File: src/rtl/cache_miss_ctrl.sv
// cache_miss_ctrl: miss controller in front of the 2-way cache array.
// Serves CPU loads/stores one at a time. A miss writes back a dirty victim
// line word by word, refills the line from memory, then replays the access.
// Optional hit/miss/write-back counters: define CACHE_MISS_CTRL_STATS_EN.
module cache_miss_ctrl #(
  parameter int  OFFSET_WIDTH = 3,
  parameter int  INDEX_WIDTH  = 6,
  parameter int  TAG_WIDTH    = 30 - OFFSET_WIDTH - INDEX_WIDTH,
  localparam int BLOCK_SIZE   = 1 << OFFSET_WIDTH
) (
  input  logic                    clk,
  input  logic                    rst,
`ifdef CACHE_MISS_CTRL_STATS_EN
  output logic [31:0]             stat_hits,
  output logic [31:0]             stat_misses,
  output logic [31:0]             stat_wbs,
`endif
  input  logic                    cpu_req,
  input  logic                    cpu_we,
  input  logic [31:0]             cpu_addr,
  input  logic [31:0]             cpu_wdata,
  input  logic [3:0]              cpu_byte_en,
  output logic [31:0]             cpu_rdata,
  output logic                    cpu_ready,
  output logic                    c_enable,
  output logic                    c_cmp,
  output logic                    c_write,
  output logic                    c_valid_in,
  output logic [INDEX_WIDTH-1:0]  c_index,
  output logic [OFFSET_WIDTH-1:0] c_word_sel,
  output logic [TAG_WIDTH-1:0]    c_tag_in,
  output logic [31:0]             c_data_in,
  output logic [3:0]              c_byte_w_en,
  input  logic                    c_hit,
  input  logic                    c_dirty,
  input  logic                    c_valid_out,
  input  logic [TAG_WIDTH-1:0]    c_tag_out,
  input  logic [31:0]             c_data_out,
  input  logic [32*BLOCK_SIZE-1:0] c_data_wb,
  output logic                    mem_req,
  output logic                    mem_we,
  output logic [31:0]             mem_addr,
  output logic [31:0]             mem_wdata,
  input  logic                    mem_ack,
  input  logic [31:0]             mem_rdata
);

  typedef enum logic [2:0] {IDLE, COMPARE, VICTIM, WB, REFILL, DONE} state_t;

  state_t                   state, state_nxt;
  logic [TAG_WIDTH-1:0]     req_tag, victim_tag;
  logic [INDEX_WIDTH-1:0]   req_index;
  logic [OFFSET_WIDTH-1:0]  req_word, cnt;
  logic                     req_we;
  logic [31:0]              req_wdata;
  logic [3:0]               req_be;
  logic [32*BLOCK_SIZE-1:0] victim_buf;
  logic                     last_word, victim_dirty;

  assign last_word    = (cnt == {OFFSET_WIDTH{1'b1}});
  assign victim_dirty = c_dirty & c_valid_out;

  // State register, request latch, victim capture and burst word counter.
  always_ff @(posedge clk or posedge rst) begin
    if (rst) begin
      state      <= IDLE;
      req_tag    <= '0;
      req_index  <= '0;
      req_word   <= '0;
      req_we     <= 1'b0;
      req_wdata  <= '0;
      req_be     <= '0;
      victim_tag <= '0;
      victim_buf <= '0;
      cnt        <= '0;
      cpu_rdata  <= '0;
    end else begin
      state <= state_nxt;
      case (state)
        IDLE: if (cpu_req) begin
          req_tag   <= cpu_addr[31 -: TAG_WIDTH];
          req_index <= cpu_addr[OFFSET_WIDTH+2 +: INDEX_WIDTH];
          req_word  <= cpu_addr[2 +: OFFSET_WIDTH];
          req_we    <= cpu_we;
          req_wdata <= cpu_wdata;
          req_be    <= cpu_byte_en;
        end
        COMPARE: if (c_hit) cpu_rdata <= c_data_out;
        VICTIM: begin
          victim_tag <= c_tag_out;
          victim_buf <= c_data_wb;
          cnt        <= '0;
        end
        WB, REFILL: if (mem_ack) cnt <= cnt + 1'b1;
        default: ;
      endcase
    end
  end

  // Next-state logic and all array/memory/CPU handshake outputs.
  always_comb begin
    state_nxt   = state;
    cpu_ready   = 1'b0;
    c_enable    = 1'b0;
    c_cmp       = 1'b0;
    c_write     = 1'b0;
    c_valid_in  = 1'b0;
    c_index     = '0;
    c_word_sel  = '0;
    c_tag_in    = '0;
    c_data_in   = '0;
    c_byte_w_en = '0;
    mem_req     = 1'b0;
    mem_we      = 1'b0;
    mem_addr    = '0;
    mem_wdata   = '0;
    case (state)
      IDLE: if (cpu_req) state_nxt = COMPARE;
      COMPARE: begin
        c_enable   = 1'b1;
        c_cmp      = 1'b1;
        c_index    = req_index;
        c_word_sel = req_word;
        c_tag_in   = req_tag;
        if (req_we) begin
          // The array drops this write itself when the tag misses.
          c_write     = 1'b1;
          c_data_in   = req_wdata;
          c_byte_w_en = req_be;
          c_valid_in  = 1'b1;
        end
        state_nxt = c_hit ? DONE : VICTIM;
      end
      VICTIM: begin
        c_enable  = 1'b1;
        c_index   = req_index;
        state_nxt = victim_dirty ? WB : REFILL;
      end
      WB: begin
        mem_req   = 1'b1;
        mem_we    = 1'b1;
        mem_addr  = {victim_tag, req_index, cnt, 2'b00};
        mem_wdata = victim_buf[32*cnt +: 32];
        if (mem_ack && last_word) state_nxt = REFILL;
      end
      REFILL: begin
        mem_req  = 1'b1;
        mem_addr = {req_tag, req_index, cnt, 2'b00};
        c_index  = req_index;
        if (mem_ack) begin
          // Refill word goes straight into the array in the ack cycle.
          c_enable    = 1'b1;
          c_write     = 1'b1;
          c_word_sel  = cnt;
          c_tag_in    = req_tag;
          c_data_in   = mem_rdata;
          c_byte_w_en = 4'hF;
          c_valid_in  = 1'b1;
          if (last_word) state_nxt = COMPARE;
        end
      end
      DONE: begin
        cpu_ready = 1'b1;
        state_nxt = IDLE;
      end
      default: state_nxt = IDLE;
    endcase
  end

`ifdef CACHE_MISS_CTRL_STATS_EN
  logic replay;

  // Saturating hit/miss/write-back counters; the post-refill replay hit is not a hit.
  always_ff @(posedge clk or posedge rst) begin
    if (rst) begin
      replay      <= 1'b0;
      stat_hits   <= '0;
      stat_misses <= '0;
      stat_wbs    <= '0;
    end else begin
      if (state == IDLE && cpu_req) replay <= 1'b0;
      if (state == REFILL && mem_ack && last_word) replay <= 1'b1;
      if (state == COMPARE && c_hit && !replay && stat_hits != '1) stat_hits <= stat_hits + 1'b1;
      if (state == COMPARE && !c_hit && stat_misses != '1) stat_misses <= stat_misses + 1'b1;
      if (state == VICTIM && victim_dirty && stat_wbs != '1) stat_wbs <= stat_wbs + 1'b1;
    end
  end
`endif

endmodule

File: config.mk
export PLATFORM = sky130hd
export DESIGN_NAME = cache_miss_ctrl
export DESIGN_NICKNAME = d
export VERILOG_FILES = /design/src/rtl/cache_miss_ctrl.sv
export SDC_FILE = /design/constraint.sdc
export NUM_CORES = 1
export LEC_CHECK = 0
export ABC_CLOCK_PERIOD_IN_PS = 38400
export BUFFER_PORTS_ARGS = -buffer_cell sky130_fd_sc_hd__buf_2
export CORE_AREA = 3 3 225 227
export CTS_BUF_LIST = sky130_fd_sc_hd__clkbuf_8
export DETAILED_ROUTE_END_ITERATION = 6
export DIE_AREA = 0 0 228 230
export HOLD_SLACK_MARGIN = 0.15
export PLACE_DENSITY = 0.57
export SETUP_SLACK_MARGIN = 0.5
export SLEW_MARGIN = 25
export SYNTH_ARGS = -nofsm -noshare
export SYNTH_HDL_FRONTEND = slang
export SYNTH_SLANG_ARGS = --single-unit
export TNS_END_PERCENT = 100
File: constraint.sdc
create_clock -name clk -period 38.4 [get_ports clk]
set_clock_uncertainty 0.05 [all_clocks]
set_input_delay 5.76 -clock clk [delete_from_list [all_inputs] [get_ports clk]]
set_output_delay 5.76 -clock clk [all_outputs]
set_load 0.01 [all_outputs]
==> metrics.yaml <==
synth-edff-count: 0
grt_usage: 0.217
drive_above_1_share: 0.654
finalHoldViolCount: 0
slew_headroom: 0.316
placed_cell_area_um2: 21100
path_class: "input pin to output pin"
drv_slew: 0
p_leak_nw: 10.9
first_pass_iters: 4
place_hpwl_mm: 41.9
vias: 12432
crit_slowest_cell: "buf_4"
cts_max_path_buffers: 3
nets: 2218
period_minus_slack_ns: 12.60
maxCapViolations: 0
postSynthCellCount: 1223
die_x_um: 228
grt_first_pass_wirelength_mm: 86.2
ir_worst_vdd_uv: 38.6
ys_ff_latch: 382
required_ns: 32.59
worstMarginPinSlew_ns: 1.03
r2r-start: "state[0]"
grt_setup_unrepaired: "false"
slowest_delay_ns: 0.38
hold_depth: 1
core_um2: 48800
gp_congestion: 0.901
tns_ns: 0
endpoint_kind: "output pin"
p_per_area_nw_per_um2: 87.0
grt-ovfl-total: 0
critPathMostFrequentCell: "buf_2"
routedWlPerCell_um: 22.8
ys_seq_area_frac: 0.538
cts_root_buffer: "clkbuf_8"
clkTransAtPathRegs_ns: 0.05
r2r_cells: 4
final_common_cell: "buf_2"
ys_types: 42
mostFrequentLayoutCells: "581 x buf_2, 417 x mux2_2, 381 x dfrtp_1"
cts_resized: 0
die_area_um2: 52400
viasPerCell: 4.93
numCtsBuffers: 69
synth_area_um2: 17800
antenna_found_initial: 33
r2r_end: "victim_buf[29]"
crit_fanout: 40
design_area_um2: 22500
synth_area_per_cell_um2: 14.5
setup_violations: 0
io_pins: 586
drc: 0
start_kind: "input pin"
hold_path_class: "flop to flop"
drt-total-wl_mm: 57.6
htreeDepth: 3
core.rowCount: 81
synth_flop_cell: "dfrtp_1"
grt_pass1_vias: 13517
p_total_mw: 1.96
fin_util: 0.460
async_reset_ff_frac: 1.00
rrSetupSlack_ns: 34.66
nFillCells: 4558
period_share: 0.328
whs_endpoint: "cpu_rdata[28]"
timing.fmax_mhz: 79.3
worstSkewPairLatency_ns: 0.64
cp.arrival_ns: 6.79
status: "finished clean"
cts.sink_count: 382
yosysWarningCount: 0
hold_path_startpoint: "cpu_rdata[28]"
grt_max_degree: 102
area_growth_pct: 26.7
whs_ns: 0.447
fp.dieH_um: 230
cts_hold_buffers: 0
drtIter0Drc: 740
cts_tree: "yes"
path_cells: "buf_2 -> and2_1 -> buf_4 -> a22o_1 -> buf_2"
cts_setup_buffers: 0
io_buffers: 581
ant_nets: 0
initial_core_util: 0.363
## cell usage after synthesis (2+ instances only)
cell      number  area, um2
a21boi_0       2       15.0
a21o_1         4       30.0
a21oi_1        2       10.0
a22o_1        56        490
and2_1        29        181
buf_2         45        225
buf_4         12       90.1
buf_6         10        113
clkbuf_1      26       97.6
dfrtp_1      382       9560
ha_1           2       25.0
inv_1          6       22.5
mux2_2       417       4700
mux2_4        87       1310
mux2i_1        3       30.0
nand2_1        5       18.8
nand2b_1       4       25.0
nor2_1         2       7.51
nor2b_1        9       56.3
nor3_1        33        165
o21ai_0        2       10.0
o22ai_1       64        400
or2_2          2       12.5
## worst max-delay path: cells and delay by family
family	cells	cell delay [ns]
compound gates	1	0.19
buf+inv	3	0.69
simple gates	1	0.14
## routing by layer
layer,routed length (um),GRT usage,vias to the layer above
met2,27500,0.347,382
li1,-,-,5660
met3,3820,0.0707,117
met1,24500,0.278,6247
met4,1540,0.0744,26
met5,175,0,-
## final cells by class
class	count	area (um2)	share of cell area
flip-flops and latches	382	9560	0.425
multi-input cells	742	7660	0.341
repair buffers	598	3040	0.135
clock buffers	84	1160	0.0514
well taps	664	831	0.0369
clock inverters	30	156	0.00696
diodes	18	45.0	0.00200
inverters	6	30.0	0.00134
## cell families after synthesis
group / share of synthesized area
AOI/OAI and AO/OA: 0.0560
xor gates and xnor gates: 0.000493
adders and majority gates: 0.00141
buffers and inverters: 0.0311
DFF: 0.538
muxes: 0.340
other: 0.000211
and+or+nand+nor: 0.0327
## metrics by stage
step / worst slack, ns / std cells
after floorplan: 21.98 / 1224
after global placement: 25.82 / 2392
after detailed placement: 25.81 / 2392
after CTS: 25.81 / 2506
after global routing: 25.72 / 2519
final: 25.80 / 2524
## power breakdown
| group | switching (mW) | total (mW) | internal, mW |
|---|---|---|---|
| logic | 0.378 | 0.847 | 0.469 |
| clock network | 0.170 | 0.372 | 0.203 |
| registers | 0.123 | 0.737 | 0.614 |
| total | 0.670 | 1.96 | 1.29 |
## state kept, by name, indices dropped and copies added, names as in the netlist
register,flops
victim_buf,256
cpu_rdata,32
req_wdata,32
req_tag,21
victim_tag,21
req_index,6
req_be,4
cnt,3
req_word,3
state,3
req_we,1
## how the worst max path moves through the flow
stage | cells after the start | slack (ns) | end | from
floorplan | 1 | 21.98 | cnt[0] | rst
global placement | 5 | 25.82 | c_word_sel[1] | mem_ack
detailed placement | 5 | 25.81 | c_word_sel[1] | mem_ack
CTS | 5 | 25.81 | c_word_sel[1] | mem_ack
global route | 5 | 25.72 | c_data_in[13] | mem_ack
finish | 5 | 25.80 | c_word_sel[2] | mem_ack
Note: power is estimated with default switching activity, not from simulation.
